$ cat src/rtl/sdram_wfifo_ctrl_pkg.sv
// Shared definitions for the SDRAM write-FIFO controller: parameter defaults and
// the one-hot write-burst FSM encoding.
package sdram_wfifo_ctrl_pkg;

  localparam int DEF_DATA_W    = 8;
  localparam int DEF_DEPTH     = 16;
  localparam int DEF_BURST_LEN = 4;

  typedef enum logic [2:0] {
    ST_IDLE  = 3'b001,
    ST_TRIG  = 3'b010,
    ST_DRAIN = 3'b100
  } wr_state_t;

endpackage

$ cat src/rtl/sync_fifo.sv
// Single-clock byte FIFO with registered read data; a push into a full FIFO is
// accepted only when a pop frees a slot in the same cycle.
module sync_fifo #(
  parameter int DATA_W = 8,
  parameter int DEPTH  = 16
) (
  input  logic                   clk,
  input  logic                   rst_n,
  input  logic                   push,
  input  logic [DATA_W-1:0]      push_data,
  input  logic                   pop,
  output logic                   push_ok,
  output logic                   pop_ok,
  output logic [DATA_W-1:0]      rd_data,
  output logic [$clog2(DEPTH):0] level,
  output logic                   full,
  output logic                   empty
);

  localparam int AW = $clog2(DEPTH);
  localparam int LW = AW + 1;

  logic [DATA_W-1:0] mem [DEPTH];
  logic [AW-1:0]     wr_ptr;
  logic [AW-1:0]     rd_ptr;

  assign full    = (level == LW'(DEPTH));
  assign empty   = (level == '0);
  assign pop_ok  = pop && !empty;
  assign push_ok = push && (!full || pop_ok);

  // When full, wr_ptr == rd_ptr; the old head is read before being overwritten.
  always_ff @(posedge clk) begin
    if (push_ok) mem[wr_ptr] <= push_data;
  end

  always_ff @(posedge clk) begin
    if (!rst_n) begin
      wr_ptr  <= '0;
      rd_ptr  <= '0;
      level   <= '0;
      rd_data <= '0;
    end else begin
      if (push_ok) wr_ptr <= wr_ptr + AW'(1);
      if (pop_ok) begin
        rd_ptr  <= rd_ptr + AW'(1);
        rd_data <= mem[rd_ptr];
      end
      case ({push_ok, pop_ok})
        2'b10:   level <= level + LW'(1);
        2'b01:   level <= level - LW'(1);
        default: level <= level;
      endcase
    end
  end

endmodule

$ cat src/rtl/sdram_wfifo_ctrl.sv
// Byte write FIFO for an SDRAM write engine with burst/read trigger arbitration.
// Triggers decode from registered state; a pending read yields to a ready write burst.
module sdram_wfifo_ctrl
  import sdram_wfifo_ctrl_pkg::*;
#(
  parameter int DATA_W    = DEF_DATA_W,
  parameter int DEPTH     = DEF_DEPTH,
  parameter int BURST_LEN = DEF_BURST_LEN
) (
  input  logic                   clk,
  input  logic                   rst_n,
  input  logic [DATA_W-1:0]      rx_data,
  input  logic                   rx_valid,
  input  logic                   rd_req_in,
  input  logic                   wfifo_rd_en,
  output logic [DATA_W-1:0]      wfifo_rd_data,
  output logic                   wr_trig,
  output logic                   rd_trig,
  output logic [$clog2(DEPTH):0] level,
  output logic                   full,
  output logic                   empty,
  output logic                   overflow,
  output logic                   underflow
);

  localparam int LW = $clog2(DEPTH) + 1;

  wr_state_t     state;
  wr_state_t     state_nxt;
  logic [LW-1:0] pop_cnt;
  logic          pend;
  logic          push_ok;
  logic          pop_ok;
  logic          burst_ready;

  sync_fifo #(
    .DATA_W (DATA_W),
    .DEPTH  (DEPTH)
  ) u_fifo (
    .clk       (clk),
    .rst_n     (rst_n),
    .push      (rx_valid),
    .push_data (rx_data),
    .pop       (wfifo_rd_en),
    .push_ok   (push_ok),
    .pop_ok    (pop_ok),
    .rd_data   (wfifo_rd_data),
    .level     (level),
    .full      (full),
    .empty     (empty)
  );

  assign burst_ready = (level >= LW'(BURST_LEN));

  always_ff @(posedge clk) begin
    if (!rst_n) state <= ST_IDLE;
    else        state <= state_nxt;
  end

  // Write has priority: the read branch is only reachable when no burst is ready.
  always_comb begin
    state_nxt = state;
    wr_trig   = 1'b0;
    rd_trig   = 1'b0;
    case (state)
      ST_IDLE: begin
        if (burst_ready)  state_nxt = ST_TRIG;
        else if (pend)    rd_trig   = 1'b1;
      end
      ST_TRIG: begin
        wr_trig   = 1'b1;
        state_nxt = ST_DRAIN;
      end
      ST_DRAIN: begin
        if (pop_cnt == LW'(BURST_LEN)) state_nxt = ST_IDLE;
      end
      default: state_nxt = ST_IDLE;
    endcase
  end

  always_ff @(posedge clk) begin
    if (!rst_n) begin
      pop_cnt   <= '0;
      pend      <= 1'b0;
      overflow  <= 1'b0;
      underflow <= 1'b0;
    end else begin
      if (state == ST_TRIG)
        pop_cnt <= '0;
      else if (state == ST_DRAIN && pop_ok && pop_cnt != LW'(BURST_LEN))
        pop_cnt <= pop_cnt + LW'(1);
      pend <= rd_req_in | (pend & ~rd_trig);
      if (rx_valid && !push_ok)   overflow  <= 1'b1;
      if (wfifo_rd_en && !pop_ok) underflow <= 1'b1;
    end
  end

endmodule

$ cat config.mk
export PLATFORM = sky130hd
export DESIGN_NAME = sdram_wfifo_ctrl
export DESIGN_NICKNAME = d
export VERILOG_FILES = /design/src/rtl/sdram_wfifo_ctrl_pkg.sv /design/src/rtl/sync_fifo.sv /design/src/rtl/sdram_wfifo_ctrl.sv
export SDC_FILE = /design/constraint.sdc
export NUM_CORES = 1
export LEC_CHECK = 0
export ABC_AREA = 1
export CAP_MARGIN = 20
export CORE_MARGIN = 4
export CORE_UTILIZATION = 39
export CTS_CLUSTER_SIZE = 28
export DETAILED_ROUTE_END_ITERATION = 8
export GPL_ROUTABILITY_DRIVEN = 0
export PLACE_DENSITY = 0.69
export SETUP_SLACK_MARGIN = 0.2
export SLEW_MARGIN = 20
export SYNTH_ARGS = -nofsm -noshare
export SYNTH_HDL_FRONTEND = slang
export SYNTH_SLANG_ARGS = --single-unit
$ cat constraint.sdc
create_clock -name clk -period 1.92 [get_ports clk]
set_input_delay 0.288 -clock clk [delete_from_list [all_inputs] [get_ports clk]]
set_output_delay 0.288 -clock clk [all_outputs]
set_load 0.02 [all_outputs]
After elaboration in Yosys (flattened, before gate mapping):

Memories as Yosys holds them, arrays and structs flattened. A register that Yosys moved wholly into a read port is not among the register bits.
Cells that the tools add are included.

* bits in read-only memories: 0
* memories kept: 1
* RAM bits: 128
* latch bits: 0
* bits in registers: 24
* logic and storage cells: 55

Memories
* u_fifo.mem: depth 16, bits a word 8, read ports 1, clocked after Yosys merged registers in 1, write ports 1, RTL line sync_fifo.sv:23 `logic [DATA_W-1:0] mem [DEPTH];`

* divide/modulo/power cells: 0
* reductions and logical operators: 16
* shifts and indexed selects: 0
* order comparisons: 1
* bitwise operators: 4
* add/subtract/negate cells: 5
* mux-type cells: 10
* equality and inequality tests: 10
* $mul: 0

Operators by type and width (number)
* adder 5 x 1 -> 5 bit, second input constant: 2
* case mux 5 bit (2 select lines): 1
* case mux 3 bit (3 select lines): 1
* adder 4 x 1 -> 4 bit, second input constant: 2
* logical AND 1 bit: 6
* 2-to-1 mux 1 bit: 6
* 2-to-1 mux 3 bit: 2
* == test 5 x 3 -> 1 bit, second input constant: 1
* == test 5 bit, second input constant: 1
* greater-or-equal comparator 5 x 3 -> 1 bit, second input constant: 1
* zero test 1 bit: 5
* zero test 5 bit: 1
* inequality test 5 x 3 -> 1 bit, second input constant: 1
* subtractor 5 x 1 -> 5 bit, second input constant: 1
* inequality test 2 bit, second input constant: 2
* == test 3 x 1 -> 1 bit, second input constant: 1
* == test 3 x 2 -> 1 bit, second input constant: 1
* == test 3 bit, second input constant: 1
* == test 2 x 1 -> 1 bit, second input constant: 1
* == test 2 bit, second input constant: 1
* inverter 1 bit: 2
* AND reduction 2 bit: 1
* nonzero test 2 bit: 1
* OR reduction 2 bit: 1
* 3 further kinds: 3

Longest topological paths before layout:

Gate-level depths: netlist of run 1.

* word-level depth: 7
* gate-level depth with buffers: 15
* gate-level depth less buffers: 15

Modules after synthesis:

From an unflattened synthesis of run 1, not the netlist that was laid out.

* cells, all modules: 741
* area, all modules: 7231.9 um^2

Modules (own cells, without submodules)
* sync_fifo: area each 6622.6 um^2, cells an instance 661, instances 1
* sdram_wfifo_ctrl: area each 609.3 um^2, cells an instance 80, instances 1

Least setup slack after synthesis of run 1:

No wires, ideal clock.

* path kind: reg-to-reg
* start point: reg u_fifo.level[0]
* end point: reg u_fifo.level[4]
* slack: -131 ps
* arrival time: 1936 ps
* clock period less this slack: 2051 ps
* buffers on the path: 0
* library setup time: 115 ps
* cell stages (with the launch flop): 16
* cells stage by stage: dfxtp_1 > nor2_2 > nand3_2 > nand2_2 > inv_2 > nand2_1 > inv_1 > fa_1 > nand2_1 > nand2_1 > a21oi_1 > nand2_1 > nand2_1 > nand3_1 > nand2_1 > nor2_1

* cells in the longest elaborated chain, start to end: 7

RTL lines
* start: declaration: RTL line sync_fifo.sv:15 `output logic [$clog2(DEPTH):0] level,`
* start signal: assignment: RTL line sync_fifo.sv:50 `2'b10: level <= level + LW'(1);`
* start signal: assignment: RTL line sync_fifo.sv:51 `2'b01: level <= level - LW'(1);`
* start signal: assignment: RTL line sync_fifo.sv:52 `default: level <= level;`
* zero test 5 bit: RTL line sync_fifo.sv:28 `assign empty = (level == '0);`
* zero test 1 bit: RTL line sync_fifo.sv:29 `assign pop_ok = pop && !empty;`
* logical AND 1 bit: RTL line sync_fifo.sv:29
* logical OR 1 bit: RTL line sync_fifo.sv:30 `assign push_ok = push && (!full || pop_ok);`
* logical AND 1 bit: RTL line sync_fifo.sv:30
* == test 2 x 1 -> 1 bit / == test 2 bit (equally long branches): RTL line sync_fifo.sv:49 `case ({push_ok, pop_ok})`
* case mux 5 bit (2 select lines) / nonzero test 2 bit (equally long branches)

Several ways; a longest one is shown, not always the timed one.
A chain may end at the register's enable or synchronous reset.

Worst setup path after layout of run 1:

Same ends and word-level chain as after synthesis.

==> impl_metrics.env, run 1 <==
export IMPL_outcome="finished, final reports clean"
export IMPL_fin_cells=1032
export IMPL_switching_share_pct=32.4
export IMPL_dp_hpwl_mm=10.2
export IMPL_required_ps=2240
export IMPL_fin_crit_ps=1850
export IMPL_critPathLaunchType="flop"
export IMPL_hold_violations=0
export IMPL_timing_critical_path_buf_inv=2
export IMPL_cts_clk_slew_worst_paths_ps=60
export IMPL_grt_overflow=0
export IMPL_arrival_ps=2170
export IMPL_drtIter0Drc=390
export IMPL_maxCapViolations=0
export IMPL_drc=0
export IMPL_grt_max_degree=34
export IMPL_synth_seq_cells=160
export IMPL_seqPwrFrac_pct=39.7
export IMPL_p_sw_mw=3.33
export IMPL_cts_hold_buf=0
export IMPL_max_freq_ghz=0.542
export IMPL_syn_area_per_cell_um2=9.81
export IMPL_antenna_cells=0
export IMPL_grt_usage_pct=16.1
export IMPL_cts_num_sinks=160
export IMPL_syn_inst=720
export IMPL_finalPower_mw=10.3
export IMPL_rows=48
export IMPL_crit_chain="nor2_4 -> nand3_2 -> nand2_2 -> inv_2 -> nand2_4 -> inv_4 -> fa_2 -> nand2_1 -> nand2_1 -> a21oi_2 -> nand2_1 -> a21oi_1 -> nor2_1"
export IMPL_grt_pass1_wl_mm=24.8
export IMPL_worstPathMaxFanout=4
export IMPL_pre_cts_slack_ps=-113
export IMPL_fin_nets=819
export IMPL_grt_pass1_vias=4682
export IMPL_wl_met1_mm=6.81
export IMPL_combPwrFrac_pct=27.8
export IMPL_viasPerCell=4.76
export IMPL_dp_cells=996
export IMPL_io_pins=32
export IMPL_portBuffers=31
export IMPL_setup_viol=0
export IMPL_fin_util_pct=49.1
export IMPL_reg2reg_from="u_fifo.level[0]$_SDFFE_PN0P_"
export IMPL_dieArea_um2=20300
export IMPL_slew_violations=0
export IMPL_dpl_cell_area_um2=7870
export IMPL_wire_per_inst_um=15.1
export IMPL_insertion_delay_ps=430
export IMPL_core_um2=17500
export IMPL_cts_tree="done"
export IMPL_fin_tns_setup_ps=0
export IMPL_crit_path_end_kind="flop"
export IMPL_crit_end="u_fifo.level[4]$_SDFFE_PN0P_"
export IMPL_ff2ff_setup_slack_ps=70
export IMPL_fin_skew_ps=7.12
export IMPL_antenna_found_initial=0
export IMPL_hp_class="in -> reg"
export IMPL_cts_made_buffers=17
export IMPL_final_area_um2=8600
export IMPL_cts_buffer_depth=2
export IMPL_r2r_end="u_fifo.level[4]$_SDFFE_PN0P_"
export IMPL_yosysWarnings=0
export IMPL_fin_ws_ps=73.7
export IMPL_crit_type="reg -> reg"
export IMPL_cp_slowest_cell="dfxtp_2"
export IMPL_fp_dieW_um=143
export IMPL_ys_seq_area_share_pct=63.5
export IMPL_postRouteAntennaNets=0
export IMPL_critPathLaunch="u_fifo.level[0]$_SDFFE_PN0P_"
export IMPL_synth_top_cell_by_area="edfxtp_1"
export IMPL_ff2ff_path_depth=13
export IMPL_max_stage_delay_ps=330
export IMPL_syn_to_final_growth_pct=21.8
export IMPL_syn_cell_area_um2=7060
export IMPL_intPower_mw=6.93
export IMPL_vias=4916
export IMPL_rsz0062_at_grt="true"
export IMPL_worstMarginPinSlew_ps=682
export IMPL_dr_pass1_iters=5
export IMPL_leakage_nw=3.70
export IMPL_die_h_um=143
export IMPL_max_slew_margin_rel_pct=54.4
export IMPL_synth_area_leaders="edfxtp_1, nand2_1, dfxtp_1"
export IMPL_cts_max_level=4
export IMPL_p_clk_share_pct=32.5
export IMPL_synthDistinctLibCells=32
export IMPL_clockRootBuffer="clkbuf_16"
export IMPL_synth_top_cell_area_share_pct=54.4
export IMPL_dr_wl_met3_um=693
export IMPL_wirelength_mm=15.6
export IMPL_crit_top_cell="nand2_1"
export IMPL_top_layer="met4"
export IMPL_drive_above_1_share_pct=16.5
export IMPL_crit_cells=13
export IMPL_wl_met2_mm=7.76
export IMPL_post_route_period_util_pct=96.2
export IMPL_holdWs_ps=454
export IMPL_start_util_pct=40.3
export IMPL_crit_family="simple AND/OR/NAND/NOR gates"
export IMPL_peakVddDrop_v=0.000686
export IMPL_syn_num_nets=744
export IMPL_power_density_nw_per_um2=1190
[tightest hold or removal path, cell delays in order]
cell and delay (ps):
clkdlybuf4s50_1 460, a21oi_1 40, nor2_1 70
[power by group through the flow]
stage	Combinational [mW]	Sequential [mW]	Clock (mW)
floorplan	1.61	4.27	0
global placement	2.66	4.14	0
detailed placement	2.70	4.15	0
CTS	2.74	4.08	3.39
global route	3.14	4.10	3.56
finish	2.85	4.08	3.34
[cells in the final DEF (no fill, tap or decap), drive strengths merged, types with 2 or more instances in the layout]
| master | count |
|---|---|
| dlygate4sd2 | 5 |
| dfxtp | 32 |
| buf | 57 |
| clkdlybuf4s50 | 17 |
| xor2 | 5 |
| nand2 | 196 |
| edfxtp | 128 |
| nor2 | 70 |
| nand3 | 105 |
| clkinvlp | 2 |
| dlymetal6s2s | 5 |
| o21ai | 21 |
| clkinv | 6 |
| nor3 | 2 |
| a21oi | 16 |
| clkbuf | 20 |
| bufinv | 2 |
| ha | 10 |
| inv | 102 |
| o21bai | 2 |
[state kept, by name, indices dropped and copies added, names as in the netlist]
signal	count
u_fifo.level	5
overflow	1
u_fifo.rd_data	8
u_fifo.mem	128
u_fifo.rd_ptr	4
u_fifo.wr_ptr	4
pop_cnt	5
state	3
pend	1
underflow	1
[worst min path at each step]
| stage | from | depth (start not counted) | slack (ps) | to |
|---|---|---|---|---|
| after floorplan | rx_data[0] | 0 | 390 | u_fifo.mem[0][0]$_DFFE_PP_ |
| after global placement | overflow$_SDFFE_PN0P_ | 2 | 460 | overflow$_SDFFE_PN0P_ |
| after detailed placement | overflow$_SDFFE_PN0P_ | 2 | 470 | overflow$_SDFFE_PN0P_ |
| after CTS | rx_data[2] | 1 | 450 | u_fifo.mem[3][2]$_DFFE_PP_ |
| after global routing | rd_req_in | 3 | 450 | pend$_SDFF_PN0_ |
| final | rd_req_in | 3 | 450 | pend$_SDFF_PN0_ |
[synthesized netlist by cell type]
library cell  number
buf_4              8
inv_2              5
o21ai_4            1
nand3_2            3
xnor2_1            1
a21oi_2            1
nand2_1          193
nor2_2             6
clkbuf_1           5
o21ai_1            7
nand2_2            1
inv_1             92
o21ai_0           12
nor2_1            62
nor3_1             2
a31oi_1            1
nand3b_1           1
ha_1              10
edfxtp_1         128
buf_6              3
o21ai_2            1
nand3_1          102
buf_1              1
o21bai_1           2
fa_1               1
nand2_4            2
nor2_4             2
xor2_1             5
buf_2             13
clkinv_1           2
dfxtp_1           32
a21oi_1           15
[layer usage]
metal	up-vias	global-route usage (%)
met5	-	0
met1	2298	20.5
li1	2493	-
met2	100	26.7
met4	0	6.15
met3	25	3.70
[final cells by class]
type,count,area (um^2)
multi-input cells,431,2130
flip-flops and latches,160,4500
fillers,1561,8930
clock inverters,13,153
inverters,99,377
well taps,225,282
clock buffers,18,429
repair buffers,86,741
[cell families (layout without fill, tap and decap cells)]
logic type | count (synthesis) | in the layout | synth area share [%]
xor gates and xnor gates | 6 | 6 | 0.744
DFF | 160 | 160 | 63.5
adders and majority gates | 11 | 11 | 2.05
buffers and inverters | 129 | 216 | 7.83
AOI/OAI and AO/OA | 40 | 40 | 3.19
and+or+nand+nor | 374 | 374 | 22.7
[timing repair]
item | in CTS | in global routing
resized for setup | 20 | 35
endpoints found under the setup margin | 11 | 116
cloned | 0 | 0
setup buffers | 2 | 3
pin swaps | 2 | 11
No activity file was read; power rests on OpenSTA's default activity.
==> inputs of run 2 (changes only) <==
CAP_MARGIN = 15   (was 20)
CELL_PAD_IN_SITES_DETAIL_PLACEMENT = 2   (was not set)
CELL_PAD_IN_SITES_GLOBAL_PLACEMENT = 2   (was not set)
CORE_UTILIZATION = 35   (was 39)
PLACE_DENSITY = 0.86   (was 0.69)
==> run 2 against run 1 <==
  * The flow now finishes with violations (negative setup slack)
  * Utilization is 1.6 points lower
  * Sequential power rose by 2%
  * First-iteration DRC count grew 9.7%
  * Global-route usage up 8.2 points
  * Critical path depth rose by 2
  * Design area up 8.5%
  * Cell count grew 6.5%
  * Total power grew 18%
  * Critical path type unchanged
  * Clock-buffer cell count grew 8
==> impl_metrics.env, run 2 (synthesis gave the netlist of run 1 again) <==
export IMPL_critPathLaunchType="flop"
export IMPL_cts_buffer_depth=2
export IMPL_fin_cells=1099
export IMPL_antenna_cells=0
export IMPL_reg_top3="u_fifo.mem: 128 flops, u_fifo.rd_data: 8 flops"
export IMPL_drc=0
export IMPL_fin_ws_ps=-126
export IMPL_hold_violations=0
export IMPL_worstPathMaxFanout=4
export IMPL_worstHoldStart="rst_n"
export IMPL_max_freq_ghz=0.489
export IMPL_crit_family="simple AND/OR/NAND/NOR gates"
export IMPL_combPwrFrac_pct=35.9
export IMPL_drtIter0Drc=428
export IMPL_fin_util_pct=47.5
export IMPL_intPower_mw=7.59
export IMPL_fin_crit_ps=2050
export IMPL_grt_pass1_wl_mm=39.8
export IMPL_pre_cts_slack_ps=-234
export IMPL_largest_reg_flops=128
export IMPL_antenna_found_initial=0
export IMPL_maxCapViolations=0
export IMPL_cts_made_buffers=17
export IMPL_cts_tree="done"
export IMPL_violations="negative setup slack"
export IMPL_wirelength_mm=31.5
export IMPL_cts_clk_slew_worst_paths_ps=90
export IMPL_vias=5987
export IMPL_timing_critical_path_buf_inv=2
export IMPL_required_ps=2270
export IMPL_ff2ff_setup_slack_ps=-130
export IMPL_start_util_pct=35.9
export IMPL_p_clk_share_pct=29.5
export IMPL_clockRootBuffer="clkbuf_16"
export IMPL_crit_top_cell="nand2_2"
export IMPL_grt_max_degree=41
export IMPL_core_um2=19700
export IMPL_reg2reg_from="u_fifo.level[3]$_SDFFE_PN0P_"
export IMPL_postRouteAntennaNets=0
export IMPL_max_slew_margin_rel_pct=41.9
export IMPL_layout_commonest_cell="nand2_1"
export IMPL_grt_pass1_vias=6456
export IMPL_dieArea_um2=22500
export IMPL_worstMarginPinSlew_ps=870
export IMPL_fp_dieW_um=150
export IMPL_dr_pass1_iters=5
export IMPL_insertion_delay_ps=460
export IMPL_cp_slowest_cell="dfxtp_4"
export IMPL_crit_chain="nor2_4 -> nand3_4 -> nand2_4 -> inv_4 -> nand2_4 -> inv_4 -> fa_2 -> nand2_2 -> nand2_2 -> a21oi_4 -> nand2_2 -> nand2_2 -> nand3_2 -> nand2_2 -> nor2_2"
export IMPL_crit_cells=15
export IMPL_cts_num_sinks=160
export IMPL_leakage_nw=3.94
export IMPL_p_sw_mw=4.49
export IMPL_crit_type="reg -> reg"
export IMPL_post_route_period_util_pct=107
export IMPL_switching_share_pct=37.2
export IMPL_r2r_end="u_fifo.level[4]$_SDFFE_PN0P_"
export IMPL_cts_max_level=4
export IMPL_grt_overflow=0
export IMPL_cts_hold_buf=0
export IMPL_crit_path_end_kind="flop"
export IMPL_drive_above_1_share_pct=24.9
export IMPL_final_area_um2=9330
export IMPL_outcome="finished with violations"
export IMPL_setup_viol=68
export IMPL_dpl_cell_area_um2=7970
export IMPL_wire_per_inst_um=28.6
export IMPL_ff2ff_path_depth=15
export IMPL_io_pins=32
export IMPL_seqPwrFrac_pct=34.6
export IMPL_dp_cells=1039
export IMPL_die_h_um=150
export IMPL_rsz0062_at_grt="true"
export IMPL_rows=51
export IMPL_fin_nets=845
export IMPL_fin_skew_ps=24.6
export IMPL_min_to="state[0]$_SDFFE_PN1P_"
export IMPL_power_density_nw_per_um2=1290
export IMPL_viasPerCell=5.45
export IMPL_max_stage_delay_ps=370
export IMPL_dp_hpwl_mm=15.4
export IMPL_whs_path_depth=2
export IMPL_fin_tns_setup_ps=-4700
export IMPL_arrival_ps=2400
export IMPL_regMostFlops="u_fifo.mem"
export IMPL_grt_usage_pct=24.3
export IMPL_syn_to_final_growth_pct=32.1
export IMPL_portBuffers=31
export IMPL_mostFrequentLayoutCells="nand2_1, edfxtp_1, nand3_1"
export IMPL_slew_violations=0
export IMPL_peakVddDrop_v=0.000854
export IMPL_hp_class="in -> reg"
## run 2: worst max path at each step
stage	from	slack, ps	end
6_report	u_fifo.level[3]$_SDFFE_PN0P_	-130	u_fifo.level[4]$_SDFFE_PN0P_
5_1_grt	u_fifo.level[3]$_SDFFE_PN0P_	-200	u_fifo.level[4]$_SDFFE_PN0P_
4_1_cts	u_fifo.level[1]$_SDFFE_PN0P_	-20	u_fifo.level[4]$_SDFFE_PN0P_
3_5_place_dp	wfifo_rd_en	-230	u_fifo.level[4]$_SDFFE_PN0P_
3_3_place_gp	wfifo_rd_en	-90	u_fifo.level[4]$_SDFFE_PN0P_
2_1_floorplan	u_fifo.level[3]$_SDFFE_PN0P_	110	u_fifo.level[4]$_SDFFE_PN0P_
## run 2: power groups by stage
stage / Combinational (mW) / Clock, mW / Sequential [mW]
detailed placement: 2.93 / 0 / 4.16
floorplan: 1.61 / 0 / 4.27
global route: 4.55 / 3.78 / 4.19
global placement: 2.71 / 0 / 4.14
finish: 4.33 / 3.57 / 4.18
CTS: 3.30 / 3.43 / 4.12
## run 2: routing by layer
metal	share of wire [%]	track usage (%)	vias up
met2	52	44.8	211
met4	5.5	11.6	0
li1	-	-	2548
met5	0	0	-
met1	39	27.2	3135
met3	3.9	3.85	93
## run 2: worst register-to-register path: cells and delay by family, from the launching register on
kind / cells / cell delay, ps
buffers and inverters: 2 / 90
AND/OR/NAND/NOR: 11 / 940
flip-flops: 1 / 370
AO/OA/AOI/OAI: 1 / 190
adder cells (fa/ha/maj): 1 / 360
## run 2: repair_timing
item,CTS,global route
setup endpoints to repair,82,131
pin swaps,20,30
gates cloned,1,2
gates resized for setup,59,104
setup buffers,12,13
## run 2: through the flow
stage	power, mW	hold WS, ps
floorplan	5.87	387
global placement	6.85	460
detailed placement	7.09	486
CTS	10.9	472
global route	12.5	465
finish	12.1	499
## run 2: final cells by class
cell class	count	area [um^2]
sequential	160	4500
fill	2013	10300
clock inverter	6	42.5
inverter	99	393
multi-input combinational	431	2390
timing repair buffer	112	1130
tap	265	332
clock buffer	26	546
==> inputs of run 3 (changes only) <==
CORE_MARGIN = 2   (was 4)
GPL_TIMING_DRIVEN = 0   (was not set)
==> run 3 against run 2 <==
  * The run still ends with negative setup slack left
  * Clock power increased by 6.2%
  * Hold slack got worse by 14 ps
  * Setup slack got worse by 34 ps
  * Flip-flop and latch count unchanged
  * Combinational power decreased by 1%
  * Total power increased by 1.4%
  * Maximum frequency decreased by 1.7%
  * Non-clock buffer count decreased by 9
  * Design area decreased by 1.6%
  * Largest cell class unchanged
==> impl_metrics.env, run 3 (synthesis gave the netlist of run 1 again) <==
export IMPL_worstMarginPinSlew_ps=951
export IMPL_setup_viol=109
export IMPL_p_sw_mw=4.56
export IMPL_dp_cells=1016
export IMPL_peakVddDrop_v=0.000785
export IMPL_cts_made_buffers=17
export IMPL_worstPathMaxFanout=4
export IMPL_critPathLaunchType="flop"
export IMPL_die_h_um=146
export IMPL_hold_violations=0
export IMPL_switching_share_pct=37.2
export IMPL_hp_class="in -> reg"
export IMPL_rows=51
export IMPL_crit_type="reg -> reg"
export IMPL_start_util_pct=35.9
export IMPL_cts_buffer_depth=2
export IMPL_grt_pass1_vias=6331
export IMPL_crit_path_end_kind="flop"
export IMPL_core_um2=19700
export IMPL_clockRootBuffer="clkbuf_16"
export IMPL_fin_nets=836
export IMPL_finalPower_mw=12.3
export IMPL_seqPwrFrac_pct=34.2
export IMPL_vias=6078
export IMPL_arrival_ps=2440
export IMPL_dpl_cell_area_um2=7730
export IMPL_power_density_nw_per_um2=1330
export IMPL_fin_crit_ps=2080
export IMPL_mostFrequentLayoutCells="nand2_1, edfxtp_1, nand3_1"
export IMPL_outcome="finished with violations"
export IMPL_largest_reg_flops=128
export IMPL_cts_tree="done"
export IMPL_max_freq_ghz=0.481
export IMPL_dr_pass1_iters=5
export IMPL_combPwrFrac_pct=34.9
export IMPL_fp_dieW_um=146
export IMPL_wire_per_inst_um=30.1
export IMPL_grt_overflow=0
export IMPL_regMostFlops="u_fifo.mem"
export IMPL_fin_skew_ps=15.6
export IMPL_syn_to_final_growth_pct=30.1
export IMPL_drive_above_1_share_pct=22.7
export IMPL_dp_hpwl_mm=15.1
export IMPL_rsz0062_at_grt="true"
export IMPL_required_ps=2280
export IMPL_insertion_delay_ps=460
export IMPL_cts_clk_slew_worst_paths_ps=80
export IMPL_slew_violations=0
export IMPL_fin_ws_ps=-160
export IMPL_leakage_nw=3.87
export IMPL_violations="negative setup slack"
export IMPL_maxCapViolations=0
export IMPL_antenna_found_initial=1
export IMPL_grt_usage_pct=26.7
export IMPL_fin_cells=1090
export IMPL_grt_max_degree=17
export IMPL_wirelength_mm=32.8
export IMPL_layout_commonest_cell="nand2_1"
export IMPL_post_route_period_util_pct=108
export IMPL_io_pins=32
export IMPL_grt_pass1_wl_mm=41.5
export IMPL_dieArea_um2=21300
export IMPL_intPower_mw=7.70
export IMPL_antenna_cells=0
export IMPL_viasPerCell=5.58
export IMPL_drc=0
export IMPL_max_slew_margin_rel_pct=36.4
export IMPL_portBuffers=31
export IMPL_p_clk_share_pct=30.9
export IMPL_drtIter0Drc=591
export IMPL_cts_num_sinks=160
export IMPL_cts_max_level=4
export IMPL_final_area_um2=9190
export IMPL_reg_top3="u_fifo.mem: 128 flops, u_fifo.rd_data: 8 flops"
export IMPL_postRouteAntennaNets=0
-- run 3: area by class of cell --
type                            instances  area, um^2
Inverter                               99         392
Fill cell                            2056       10500
Multi-Input combinational cell        431        2390
Sequential cell                       160        4510
Clock inverter                         15         191
Clock buffer                           17         425
Buffer                                 30         264
Timing Repair Buffer                   73         682
Tap cell                              265         332
-- run 3: metrics by stage --
stage | hold WS [ps] | util (%) | setup slack (ps) | TNS, ps
floorplan | 387 | - | 108 | 0
global placement | 455 | 39.3 | -516 | -51440
detailed placement | 478 | 39.3 | -578 | -59700
CTS | 476 | 44.3 | -130 | -215
global route | 507 | 46.7 | -223 | -10640
finish | 485 | 46.7 | -160 | -9820
-- run 3: timing repair --
| action | in CTS | in global routing |
|---|---|---|
| pin swaps | 14 | 19 |
| hold buffers | 0 | 0 |
| buffers inserted | 13 | 29 |
| endpoints found under the setup margin | 152 | 152 |
| resized for setup | 94 | 79 |
-- run 3: worst paths after layout --
| check | start | endpoint | slack (ps) | cells after the start |
|---|---|---|---|---|
| worst max register to register | u_fifo.level[3]$_SDFFE_PN0P_ | u_fifo.level[4]$_SDFFE_PN0P_ | -160 | 15 |
| worst min-delay path | rx_valid | overflow$_SDFFE_PN0P_ | 490 | 3 |
| worst min register to register | pop_cnt[0]$_SDFFE_PP0P_ | pop_cnt[0]$_SDFFE_PP0P_ | 500 | 1 |
| worst max-delay path | u_fifo.level[3]$_SDFFE_PN0P_ | u_fifo.level[4]$_SDFFE_PN0P_ | -160 | 15 |
-- run 3: metal layers --
metal  wire [um]  track usage (%)  vias to the layer above
met5           0                0                        -
met4        1930             11.0                        0
met3        1930             4.00                      117
met2       16600             48.6                      327
met1       12300             31.5                     3106
li1            -                -                     2528
-- run 3: power groups by stage --
stage | sequential [mW] | combinational, mW | clock [mW]
2_1_floorplan | 4.27 | 1.61 | 0
3_3_place_gp | 4.17 | 2.61 | 0
3_5_place_dp | 4.19 | 2.77 | 0
4_1_cts | 4.11 | 3.22 | 3.66
5_1_grt | 4.20 | 4.46 | 3.88
6_report | 4.19 | 4.28 | 3.79
-- run 3: critical path, stage by stage, from the launching register on --
cell and delay [ps]:
dfxtp_4 380, nor2_4 150, nand3_4 100, nand2_2 90
inv_2 60, nand2_4 80, inv_6 40, fa_2 380
nand2_2 100, nand2_2 60, a21oi_4 150, nand2_2 70
nand2_2 100, nand3_2 80, nand2_2 80, nor2_2 40
==> patch, RTL diff (settings of run 2) <==
The package constant `DEF_DATA_W` goes from 8 to 10.
--- a/src/rtl/sdram_wfifo_ctrl_pkg.sv
+++ b/src/rtl/sdram_wfifo_ctrl_pkg.sv
@@ -3,5 +3,5 @@
 package sdram_wfifo_ctrl_pkg;
 
-  localparam int DEF_DATA_W    = 8;
+  localparam int DEF_DATA_W    = 10;
   localparam int DEF_DEPTH     = 16;
   localparam int DEF_BURST_LEN = 4;
Ports: changed (resized rx_data and wfifo_rd_data); port bits go from 32 to 36. No check against the original RTL was run, so the function may have changed too.
==> patch against run 2 <==
Final area rose by 20%. Synthesized area up 20%. Total power rose by 13%. Sequential cell count grew 34. Wire length rose by 25%. Worst hold slack gained 60 ps. Critical path depth rose by 1. Core utilization shrank 0.36 points. Largest cell class unchanged. Setup slack got worse by 84 ps. The run still ends with negative setup slack left.
==> patch: results (changes against run 2) <==
<table>
<tr><th>Metric</th><th>Value</th></tr>
<tr><th colspan="2">Outcome</th></tr>
<tr><td>Result of the run</td><td>finished, violations left (unchanged)</td></tr>
<tr><td>Violations in the final reports</td><td>negative setup slack (unchanged)</td></tr>
<tr><th colspan="2">Layout</th></tr>
<tr><td>Final core utilization</td><td>0.4712 (was 0.4749)</td></tr>
<tr><td>Top Registers</td><td>u_fifo.mem x160, u_fifo.rd_data x10 (was u_fifo.mem x128, u_fifo.rd_data x8)</td></tr>
<tr><td>Non-Filler Instances</td><td>1309 (was 1099)</td></tr>
<tr><th colspan="2">STA</th></tr>
<tr><td>Worst slack on hold paths</td><td>559.5 ps (was 499.3 ps)</td></tr>
<tr><td>Final Skew</td><td>10.95 ps (was 24.61 ps)</td></tr>
<tr><td>Post-route setup TNS</td><td>-9668 ps (was -4697 ps)</td></tr>
<tr><td>Setup slack of the critical path after layout</td><td>-209.9 ps (was -125.5 ps)</td></tr>
<tr><td>Final setup violating endpoints</td><td>164 (was 68)</td></tr>
<tr><td>Relative slew slack</td><td>0.5674 (was 0.4192)</td></tr>
<tr><th colspan="2">Critical path</th></tr>
<tr><td>Path depth of the worst reg2reg path</td><td>16 (was 15)</td></tr>
<tr><td>Arrival time of the worst setup path</td><td>2480 ps (was 2400 ps)</td></tr>
<tr><th colspan="2">Clocking</th></tr>
<tr><td>Cells resized by post-CTS repair</td><td>61 (was 59)</td></tr>
<tr><td>Number of post-CTS setup repair buffers</td><td>8 (was 12)</td></tr>
<tr><th colspan="2">GRT</th></tr>
<tr><td>Global-route wire length before repair</td><td>49.73 mm (was 39.76 mm)</td></tr>
<tr><td>Largest net degree at the start of global routing</td><td>34 (was 41)</td></tr>
<tr><td>Vias in the first global route</td><td>7712 (was 6456)</td></tr>
<tr><th colspan="2">Pwr</th></tr>
<tr><td>Max VDD drop</td><td>0.5097 mV (was 0.8544 mV)</td></tr>
<tr><td>Switching power share of the total</td><td>0.3859 (was 0.3717)</td></tr>
<tr><th colspan="2">Place</th></tr>
<tr><td>Placed cell areas</td><td>0.009537 mm2 (was 0.007971 mm2)</td></tr>
<tr><td>HPWL after detailed placement</td><td>18.79 mm (was 15.42 mm)</td></tr>
<tr><th colspan="2">Synth</th></tr>
<tr><td>Post-synthesis cell type count</td><td>33 (was 32)</td></tr>
<tr><td>Biggest area contributors in the synthesized netlist</td><td>edfxtp_1 56%, nand2_1 10%, dfxtp_1 8.0% (was edfxtp_1 54%, nand2_1 10%, dfxtp_1 9.1%)</td></tr>
<tr><td>Share of synthesized area occupied by flip-flops and latches</td><td>0.6445 (was 0.6348)</td></tr>
<tr><td>Avg Cell Area, Syn</td><td>9.977 um2 (was 9.811 um2)</td></tr>
<tr><td>EDFF count, synth</td><td>160 (was 128)</td></tr>
<tr><th colspan="2">Detailed routing</th></tr>
<tr><td>Detailed-route wire length per cell</td><td>29.97 um (was 28.62 um)</td></tr>
<tr><td>Post-DR vias/cell</td><td>5.519 (was 5.448)</td></tr>
<tr><td>Length of routed met3 wiring</td><td>1.703 mm (was 1.236 mm)</td></tr>
</table>
patch: cell types whose count changed in the layout (fill, tap and decap cells not counted), sizes merged, moves of 2 or more:
| cell | run 2 | this run |
|---|---|---|
| buf | 82 | 105 |
| bufbuf | 0 | 2 |
| clkbuf | 28 | 20 |
| clkdlybuf4s50 | 12 | 15 |
| clkinvlp | 1 | 4 |
| dfxtp | 32 | 34 |
| edfxtp | 128 | 160 |
| inv | 98 | 120 |
| nand2 | 196 | 238 |
| nand3 | 105 | 127 |
| nor2 | 70 | 79 |
| o21ai | 21 | 23 |
patch: metal layers:
layer / up-vias / GRT usage
met5: - / 0
met4: 0 / 0.1308
met3: 126 / 0.03614
met2: 335 / 0.4519
met1: 3737 / 0.3027
li1: 3026 / -
patch: cell families after synthesis:
| family | after synthesis | share of synthesized area |
|---|---|---|
| compound gates | 40 | 0.02573 |
| xor+xnor | 7 | 0.007204 |
| fa+ha+maj | 11 | 0.01705 |
| buf+inv | 154 | 0.07733 |
| flops | 194 | 0.6445 |
| simple gates | 447 | 0.2282 |
patch: power by group through the flow:
stage | registers [uW] | logic [uW] | clock network (uW)
final | 5010 | 4990 | 3660
after global routing | 5030 | 5190 | 3840
after CTS | 4960 | 3860 | 3560
after detailed placement | 5030 | 3500 | 0
after global placement | 5010 | 3250 | 0
after floorplan | 5150 | 1890 | 0
patch: final cells by class:
cell class              count  area [um2]  share of cell area
clock buffers              18       429.2             0.03846
clock inverters            14       130.1             0.01166
inverters                 117       466.7             0.04182
multi-input cells         505        2783              0.2494
flip-flops and latches    194        5505              0.4933
well taps                 319       399.1             0.03577
repair buffers            141        1438              0.1288
repair inverters            1       8.758           0.0007848
